===== src/rtl/fifo_pkg.sv =====
// fifo_pkg: constants and helpers shared by the parameterised FIFO files.
//   FIFO_MODE_STD  - registered read; data appears the cycle after DEQ
//   FIFO_MODE_FWFT - first-word-fall-through; head word is always presented
//   clog2()        - ceiling log2 for sizing pointer and count fields
package fifo_pkg;

    localparam int FIFO_MODE_STD  = 0;
    localparam int FIFO_MODE_FWFT = 1;

    // Bits needed to encode 0 .. value-1. clog2(1) returns 0.
    function automatic int clog2(input int value);
        int result;
        int v;
        result = 0;
        v      = value - 1;
        while (v > 0) begin
            result = result + 1;
            v      = v >> 1;
        end
        return result;
    endfunction

endpackage


===== src/rtl/fifo_ptr.sv =====
// fifo_ptr: ring-buffer position counter for a FIFO of arbitrary depth.
// The counter advances by one when inc_i is high and wraps from DEPTH-1 to 0.
// The wrap is detected by comparing against DEPTH-1, so DEPTH does not have
// to be a power of two.
// Ports:
//   CLK    in   clock, rising edge
//   RST_X  in   asynchronous active-low reset (pointer -> 0)
//   inc_i  in   advance the pointer this cycle
//   ptr_o  out  current position, W_POS bits
module fifo_ptr
    import fifo_pkg::*;
#(
    parameter int DEPTH = 5,
    parameter int W_POS = clog2(DEPTH)
) (
    input  logic             CLK,
    input  logic             RST_X,
    input  logic             inc_i,
    output logic [W_POS-1:0] ptr_o
);

    localparam logic [W_POS-1:0] LAST_POS = W_POS'(DEPTH - 1);

    logic [W_POS-1:0] ptr_q;
    logic [W_POS-1:0] ptr_d;

    always_comb begin
        ptr_d = ptr_q;
        if (inc_i) begin
            ptr_d = (ptr_q == LAST_POS) ? '0 : ptr_q + 1'b1;
        end
    end

    always_ff @(posedge CLK or negedge RST_X) begin
        if (!RST_X) begin
            ptr_q <= '0;
        end else begin
            ptr_q <= ptr_d;
        end
    end

    assign ptr_o = ptr_q;

endmodule


===== src/rtl/param_fifo.sv =====
// param_fifo: single-clock FIFO of arbitrary depth with standard or
// first-word-fall-through read, occupancy count, programmable almost-full /
// almost-empty thresholds and sticky overflow / underflow error flags.
// Ports:
//   CLK           in   clock, rising edge
//   RST_X         in   asynchronous active-low reset (contents discarded)
//   ENQ, DIN      in   enqueue request and its data
//   DEQ           in   dequeue request
//   CLR_ERR       in   synchronous clear of OVERFLOW / UNDERFLOW
//   DOUT          out  read data
//   DOUT_VALID    out  DOUT holds a valid word this cycle
//   EMPTY, FULL   out  COUNT == 0 / COUNT == DEPTH
//   ALMOST_EMPTY  out  COUNT <= AE_LEVEL
//   ALMOST_FULL   out  COUNT >= AF_LEVEL
//   COUNT         out  current occupancy
//   OVERFLOW      out  sticky: an ENQ was rejected
//   UNDERFLOW     out  sticky: a DEQ was rejected
module param_fifo
    import fifo_pkg::*;
#(
    parameter int WIDTH    = 32,
    parameter int DEPTH    = 5,
    parameter int FWFT     = FIFO_MODE_STD,
    parameter int AF_LEVEL = 4,
    parameter int AE_LEVEL = 1,
    localparam int W_CNT   = clog2(DEPTH + 1),
    localparam int W_POS   = clog2(DEPTH)
) (
    input  logic             CLK,
    input  logic             RST_X,
    input  logic             ENQ,
    input  logic             DEQ,
    input  logic [WIDTH-1:0] DIN,
    input  logic             CLR_ERR,
    output logic [WIDTH-1:0] DOUT,
    output logic             DOUT_VALID,
    output logic             EMPTY,
    output logic             FULL,
    output logic             ALMOST_EMPTY,
    output logic             ALMOST_FULL,
    output logic [W_CNT-1:0] COUNT,
    output logic             OVERFLOW,
    output logic             UNDERFLOW
);

    generate
        if (!(DEPTH >= 2 && AE_LEVEL >= 0 && AE_LEVEL < AF_LEVEL && AF_LEVEL <= DEPTH))
        begin : g_bad_params
            $error("param_fifo: need DEPTH>=2 and 0<=AE_LEVEL<AF_LEVEL<=DEPTH");
        end
    endgenerate

    logic [WIDTH-1:0] mem [DEPTH];

    logic [W_CNT-1:0] count_q;
    logic [W_CNT-1:0] count_d;
    logic [W_POS-1:0] head_q;
    logic [W_POS-1:0] tail_q;
    logic             overflow_q;
    logic             overflow_d;
    logic             underflow_q;
    logic             underflow_d;

    logic empty;
    logic full;
    logic deq_ok;
    logic enq_ok;

    assign empty = (count_q == '0);
    assign full  = (count_q == W_CNT'(DEPTH));

    // A full FIFO still accepts a write when a read frees a slot in the same
    // cycle; an empty FIFO never serves a read, even alongside a write.
    assign deq_ok = DEQ & ~empty;
    assign enq_ok = ENQ & (~full | deq_ok);

    fifo_ptr #(
        .DEPTH (DEPTH),
        .W_POS (W_POS)
    ) u_head (
        .CLK   (CLK),
        .RST_X (RST_X),
        .inc_i (deq_ok),
        .ptr_o (head_q)
    );

    fifo_ptr #(
        .DEPTH (DEPTH),
        .W_POS (W_POS)
    ) u_tail (
        .CLK   (CLK),
        .RST_X (RST_X),
        .inc_i (enq_ok),
        .ptr_o (tail_q)
    );

    // Storage is deliberately not reset. When the FIFO is full, head and
    // tail address the same slot; the read sees the old word because the
    // write only lands at the clock edge.
    always_ff @(posedge CLK) begin
        if (enq_ok) begin
            mem[tail_q] <= DIN;
        end
    end

    always_comb begin
        count_d = count_q;
        case ({enq_ok, deq_ok})
            2'b10:   count_d = count_q + 1'b1;
            2'b01:   count_d = count_q - 1'b1;
            default: count_d = count_q;
        endcase
    end

    // A new error event in the same cycle as CLR_ERR keeps the flag set.
    always_comb begin
        overflow_d  = (overflow_q  & ~CLR_ERR) | (ENQ & full & ~deq_ok);
        underflow_d = (underflow_q & ~CLR_ERR) | (DEQ & empty);
    end

    always_ff @(posedge CLK or negedge RST_X) begin
        if (!RST_X) begin
            count_q     <= '0;
            overflow_q  <= 1'b0;
            underflow_q <= 1'b0;
        end else begin
            count_q     <= count_d;
            overflow_q  <= overflow_d;
            underflow_q <= underflow_d;
        end
    end

    generate
        if (FWFT == FIFO_MODE_FWFT) begin : g_fwft
            // Head word is presented combinationally; DEQ consumes it.
            assign DOUT       = mem[head_q];
            assign DOUT_VALID = ~empty;
        end else begin : g_std
            logic [WIDTH-1:0] dout_q;
            logic [WIDTH-1:0] dout_d;
            logic             dout_valid_q;

            // Idle cycles drive zero so downstream never sees stale data.
            assign dout_d = deq_ok ? mem[head_q] : '0;

            always_ff @(posedge CLK or negedge RST_X) begin
                if (!RST_X) begin
                    dout_q       <= '0;
                    dout_valid_q <= 1'b0;
                end else begin
                    dout_q       <= dout_d;
                    dout_valid_q <= deq_ok;
                end
            end

            assign DOUT       = dout_q;
            assign DOUT_VALID = dout_valid_q;
        end
    endgenerate

    assign EMPTY        = empty;
    assign FULL         = full;
    assign ALMOST_EMPTY = (count_q <= W_CNT'(AE_LEVEL));
    assign ALMOST_FULL  = (count_q >= W_CNT'(AF_LEVEL));
    assign COUNT        = count_q;
    assign OVERFLOW     = overflow_q;
    assign UNDERFLOW    = underflow_q;

endmodule


===== config.mk =====
export PLATFORM = sky130hd
export DESIGN_NAME = param_fifo
export DESIGN_NICKNAME = d
export VERILOG_FILES = /design/src/rtl/fifo_pkg.sv /design/src/rtl/fifo_ptr.sv /design/src/rtl/param_fifo.sv
export SDC_FILE = /design/constraint.sdc
export NUM_CORES = 1
export LEC_CHECK = 0
export ABC_AREA = 0
export CAP_MARGIN = 30
export CORE_ASPECT_RATIO = 1.4
export CORE_MARGIN = 8
export CORE_UTILIZATION = 40
export DETAILED_ROUTE_END_ITERATION = 6
export PLACE_DENSITY = 0.56
export SLEW_MARGIN = 20
export SYNTH_ARGS = -nofsm -noshare
export SYNTH_HDL_FRONTEND = slang
export SYNTH_SLANG_ARGS = --single-unit

===== constraint.sdc =====
create_clock -name CLK -period 10.8 [get_ports CLK]
set_input_delay 1.62 -clock CLK [delete_from_list [all_inputs] [get_ports CLK]]
set_output_delay 1.62 -clock CLK [all_outputs]
set_load 0.005 [all_outputs]

# Yosys cells after proc, flatten, opt, wreduce, memory -nomap -nowiden
# Memories as Yosys holds them, arrays and structs flattened.
# Cells that the tools add are included.
[op_classes]
bitwise = 14
reduce_logical = 2
add_sub_neg = 4
n_lt_le_gt_ge = 2
eq_ne = 5
mux = 6
[op_table]
columns = ["cell", "count"]
rows = [
  ["32-bit two-way mux", 1],
  ["3-bit by 1-bit adder with 3-bit output, second input constant", 3],
  ["3-bit == test, second input constant", 3],
  ["1-bit bitwise AND", 7],
  ["3-bit two-way mux", 2],
  ["3-bit case mux with 2 select lines", 1],
  ["1-bit NOT", 4],
  ["3-bit greater-or-equal comparator, second input constant", 1],
  ["3-bit by 1-bit less-or-equal comparator with 1-bit output, second input constant", 1],
  ["3-bit zero test", 1],
  ["1-bit bitwise OR", 3],
  ["3-bit by 1-bit subtractor with 3-bit output, second input constant", 1],
  ["2-bit by 1-bit == test with 1-bit output, second input constant", 1],
  ["2-bit == test, second input constant", 1],
  ["1-bit two-way mux", 2],
  ["2-bit nonzero test", 1],
]
[word_totals]
out_inout_bits = 42
mem_count = 1
ram_bits = 160
elab_cells = 41
reg_bits = 44
[mem_list]
columns = ["name", "depth", "word_bits", "rd", "rd_ports_with_merged_regs", "write_ports", "line", "source"]
rows = [
  ["mem", 5, 32, 1, 0, 1, "param_fifo.sv:53", "logic [WIDTH-1:0] mem [DEPTH];"],
]

# Longest topological paths before layout
[depth]
word_depth = 7
depth_mapped = 7

# Hierarchy
# From an unflattened synthesis, not the netlist that was laid out.
[hier_totals]
cells_unflattened = 384
area_unflattened_um2 = 7681.1
[modules_own_cells]
columns = ["module", "instances", "cells_each", "area_each_um2"]
rows = [
  ["param_fifo", 1, 352, 7358.3],
  ["fifo_ptr", 2, 16, 161.4],
]

# Worst setup path after synthesis
# No wires, ideal clock.
[synth_path]
kind = "input -> register"
startpoint = "input DEQ"
endpoint = "memory mem[4][0], enable pin"
required_ns = 10.287
path_stages = 3
slack_ns = 5.054
arrival_ns = 5.233
cell_sequence = "o21ai_1 -> buf_2 -> nor4b_1"
[synth_between]
elab_chain_cells = 5
[synth_rtl]
columns = ["item", "line", "source"]
rows = [
  ["start, declared", "param_fifo.sv:32", "input logic DEQ,"],
  ["1-bit bitwise AND", "param_fifo.sv:74", "assign deq_ok = DEQ & ~empty;"],
  ["1-bit bitwise OR", "param_fifo.sv:75", "assign enq_ok = ENQ & (~full | deq_ok);"],
  ["1-bit bitwise AND", "param_fifo.sv:75", ""],
  ["1-bit two-way mux", "param_fifo.sv:101", "if (enq_ok) begin"],
  ["1-bit two-way mux (not written as such)", "param_fifo.sv:102", "mem[tail_q] <= DIN;"],
  ["end, declared", "param_fifo.sv:53", ""],
]
# No other way between the ends.

# Worst setup path in the final report
[layout_path]
startpoint = "register count_q[1], in the netlist COUNT[1]"
endpoint = "output FULL"
[layout_between]
elab_chain_cells = 1
[layout_rtl]
columns = ["item", "line", "source"]
rows = [
  ["start, declared", "param_fifo.sv:55", "logic [W_CNT-1:0] count_q;"],
  ["start signal, assigned", "param_fifo.sv:127", "count_q <= count_d;"],
  ["3-bit == test", "param_fifo.sv:70", "assign full = (count_q == W_CNT'(DEPTH));"],
  ["end, declared", "param_fifo.sv:38", "output logic FULL,"],
]
# No other way between the ends.

==> flow_metrics.py <==
metrics = {
    "yosys": {
        "syn-num-nets": 429,
        "ys_ff_latch": 204,
        "synth_area_per_cell_sq_um": 19.9,
        "ys_seq_area_share_pct": 77.3,
        "syn_inst": 384,
        "synth_warnings": 0,
        "ys_types": 34,
        "syn_area_sq_um": 7640,
    },
    "status": {
        "status": "finished, final reports clean",
    },
    "timing": {
        "hold_ws_ps": 492,
        "fin_ws_ps": 7230,
        "finalClockSkew_ps": 5.36,
        "rsz0062_at_grt": "false",
        "clock.fmax_mhz": 280,
        "worstMarginPinSlew_ps": 862,
        "post-route-period-util_pct": 33.1,
        "finalCriticalPeriod_ps": 3580,
        "hold_viol_final": 0,
        "setup_tns_ps": 0,
        "setup_violations": 0,
        "drv_slew": 0,
        "max_slew_margin_pct": 42.5,
    },
    "placed_design": {
        "preCtsSetupSlack_ps": 7020,
        "gp_congestion": 0.717,
        "port_buffers": 78,
        "hpwl_microns": 8240,
        "dpl_cell_area_sq_um": 8710,
    },
    "run": {
        "cap_violations": 0,
    },
    "layout": {
        "synthToLayoutAreaGrowth_pct": 23.5,
        "design_area_sq_um": 9430,
        "drive_above_1_share_pct": 17.6,
        "final_nets": 521,
        "num_antenna_cells": 0,
    },
    "power_and_ir_drop": {
        "p_seq_share_pct": 44.7,
        "combPwrFrac_pct": 26.0,
        "clkPwrFrac_pct": 29.4,
        "switching_share_pct": 26.7,
        "pwr_density_cell_nw_per_um2": 266,
        "power.switching_mw": 0.670,
        "vdd.ir_drop.worst_v": 0.000120,
        "total_power_mw": 2.51,
        "p_int_mw": 1.84,
        "p_leak_nw": 3.31,
    },
    "route": {
        "dr.pass1.iters": 4,
        "remaining_drc_errors": 0,
        "drtIter0Drc": 163,
        "dr_total_vias": 3666,
        "ant_nets": 0,
        "via_per_inst": 4.97,
        "routedWlPerCell_microns": 18.8,
        "wl_microns": 13900,
    },
    "die": {
        "die_x_microns": 133,
        "io_pins": 79,
        "dieArea_sq_um": 23800,
        "core_area_sq_um": 19000,
        "start_util_pct": 40.2,
        "die_h_microns": 180,
        "rows": 60,
    },
    "grt": {
        "grt_use_total_pct": 11.7,
        "grt_max_degree": 38,
        "grt_pass1_vias": 3997,
        "grt-ovfl-total": 0,
        "antenna_found_initial": 0,
        "grt_pass1_wl_microns": 22100,
    },
    "clock_tree": {
        "clockRootBuffer": "clkbuf_16",
        "cts_made_buffers": 20,
        "clk_pin_slew_worst_paths_ps": 60,
        "cts_resized": 0,
        "htree_levels": 1,
        "cts_sinks": 204,
        "ctsLongestPathBuffers": 3,
        "cts_setup_buffers": 0,
        "cts_tree": "done",
        "ctsHoldBuffers": 0,
        "clk_latency_ps": 480,
    },
    "setup_path": {
        "worstPathRequired_ps": 9180,
        "crit_path_start_kind": "flip-flop",
        "critical_path_class": "reg -> out",
        "cp-end-kind": "output pin",
        "crit_fanout": 5,
        "critPathArrivalTime_ps": 1950,
    },
    "hold_path": {
        "worstHoldPathType": "reg -> reg",
    },
}
==> worst max-delay path, cell delays in order, from the launching register on <==
cell and delay [ps]:
dfrtp_1 420, inv_1 140, ha_1 180, nand2_1 130
inv_1 110, clkdlybuf4s50_1 500
==> final timing paths <==
path / start / to / slack [ps] / depth (start not counted)
setup / recovery: COUNT[1]$_DFFE_PN0P_ / FULL / 7230 / 5
hold / removal: mem[4][5]$_DFFE_PP_ / DOUT[5]$_DFF_PN0_ / 490 / 2
setup reg to reg: COUNT[1]$_DFFE_PN0P_ / mem[2][25]$_DFFE_PP_ / 8540 / 7
hold reg to reg: mem[4][5]$_DFFE_PP_ / DOUT[5]$_DFF_PN0_ / 490 / 2
max in group asynchronous: RST_X / u_head.ptr_o[2]$_DFFE_PN0P_ / 9090 / 2
min in group asynchronous: RST_X / DOUT[31]$_DFF_PN0_ / 1170 / 1
==> placed cells by master, fill, tap and decap left out, types with 3 or more instances in the layout <==
master	synthesis	layout
nor4_2	0	4
edfxtp_1	160	160
mux4_1	3	3
buf_4	3	7
o21ai_0	9	9
inv_1	12	12
nand4_1	3	3
clkinv_2	0	8
clkbuf_16	0	21
mux4_2	29	29
clkdlybuf4s50_1	0	77
dfrtp_1	44	41
nand3_1	4	4
nor2_1	35	35
mux2i_1	32	32
ha_1	8	8
bufinv_16	0	4
dfrtp_2	0	3
nand2_1	8	8
==> per-stage QoR <==
step,cells,utilization (%)
floorplan,384,-
global placement,699,45.6
detailed placement,701,45.9
CTS,737,49.6
global route,738,49.7
finish,738,49.7
==> Yosys cell counts <==
master,count,area share [%]
o31a_1,1,0.11
nand2_1,8,0.39
mux2_2,1,0.15
nor4_1,4,0.33
nor4b_1,1,0.11
buf_12,3,0.79
o211ai_1,1,0.098
inv_1,12,0.59
o21ai_0,9,0.59
xnor2_1,1,0.11
inv_2,1,0.049
buf_2,5,0.33
nand2_4,1,0.15
a21o_1,1,0.098
nand4_1,3,0.25
o32ai_1,1,0.11
mux4_1,3,1.0
nor2_1,35,1.7
or3_1,1,0.082
o21ai_1,1,0.065
dfrtp_1,44,14
nand2b_1,1,0.082
mux4_2,29,8.6
mux2i_1,32,4.2
ha_1,8,1.3
buf_6,1,0.15
edfxtp_1,160,63
nor3b_1,1,0.098
o31ai_1,1,0.098
a21oi_1,1,0.065
buf_4,3,0.29
nand2b_4,1,0.18
clkbuf_1,5,0.25
nand3_1,4,0.26
==> per-layer routing <==
metal | GRT usage (%) | part of all wire, % | up-vias
li1 | - | - | 1674
met1 | 13.9 | 40 | 1890
met2 | 20.9 | 53 | 76
met3 | 1.90 | 4.4 | 26
met4 | 4.42 | 2.4 | 0
met5 | 0 | 0 | -
==> cell type report <==
type                       instances  area, sq um
sequential                       204         5910
fill                            1578         9560
inverter                          13         48.8
clock inverter                    13          169
multi-input combinational        150         1580
tap                              248          310
timing repair buffer              87          876
clock buffer                      23          543
==> power groups by stage <==
stage | Clock (mW) | Sequential, mW | Combinational [mW]
6_report | 0.736 | 1.12 | 0.651
5_1_grt | 0.783 | 1.14 | 0.717
4_1_cts | 0.756 | 1.13 | 0.673
3_5_place_dp | 0 | 1.14 | 0.672
3_3_place_gp | 0 | 1.15 | 0.641
2_1_floorplan | 0 | 1.10 | 0.441
==> state kept, by name, summed over array words and instances, names as in the netlist <==
| register | count |
|---|---|
| mem | 160 |
| DOUT | 32 |
| COUNT | 3 |
| u_head.ptr_o | 3 |
| u_tail.ptr_o | 3 |
| DOUT_VALID | 1 |
| OVERFLOW | 1 |
| UNDERFLOW | 1 |
==> cell families after synthesis <==
family / share of synthesized area, %
adders and majority gates: 1.31
DFF: 77.3
xor gates and xnor gates: 0.115
and+or+nand+nor: 3.65
buffers and inverters: 2.44
muxes: 13.9
AOI/OAI and AO/OA: 1.24
Power figures use the tool's default switching activity.
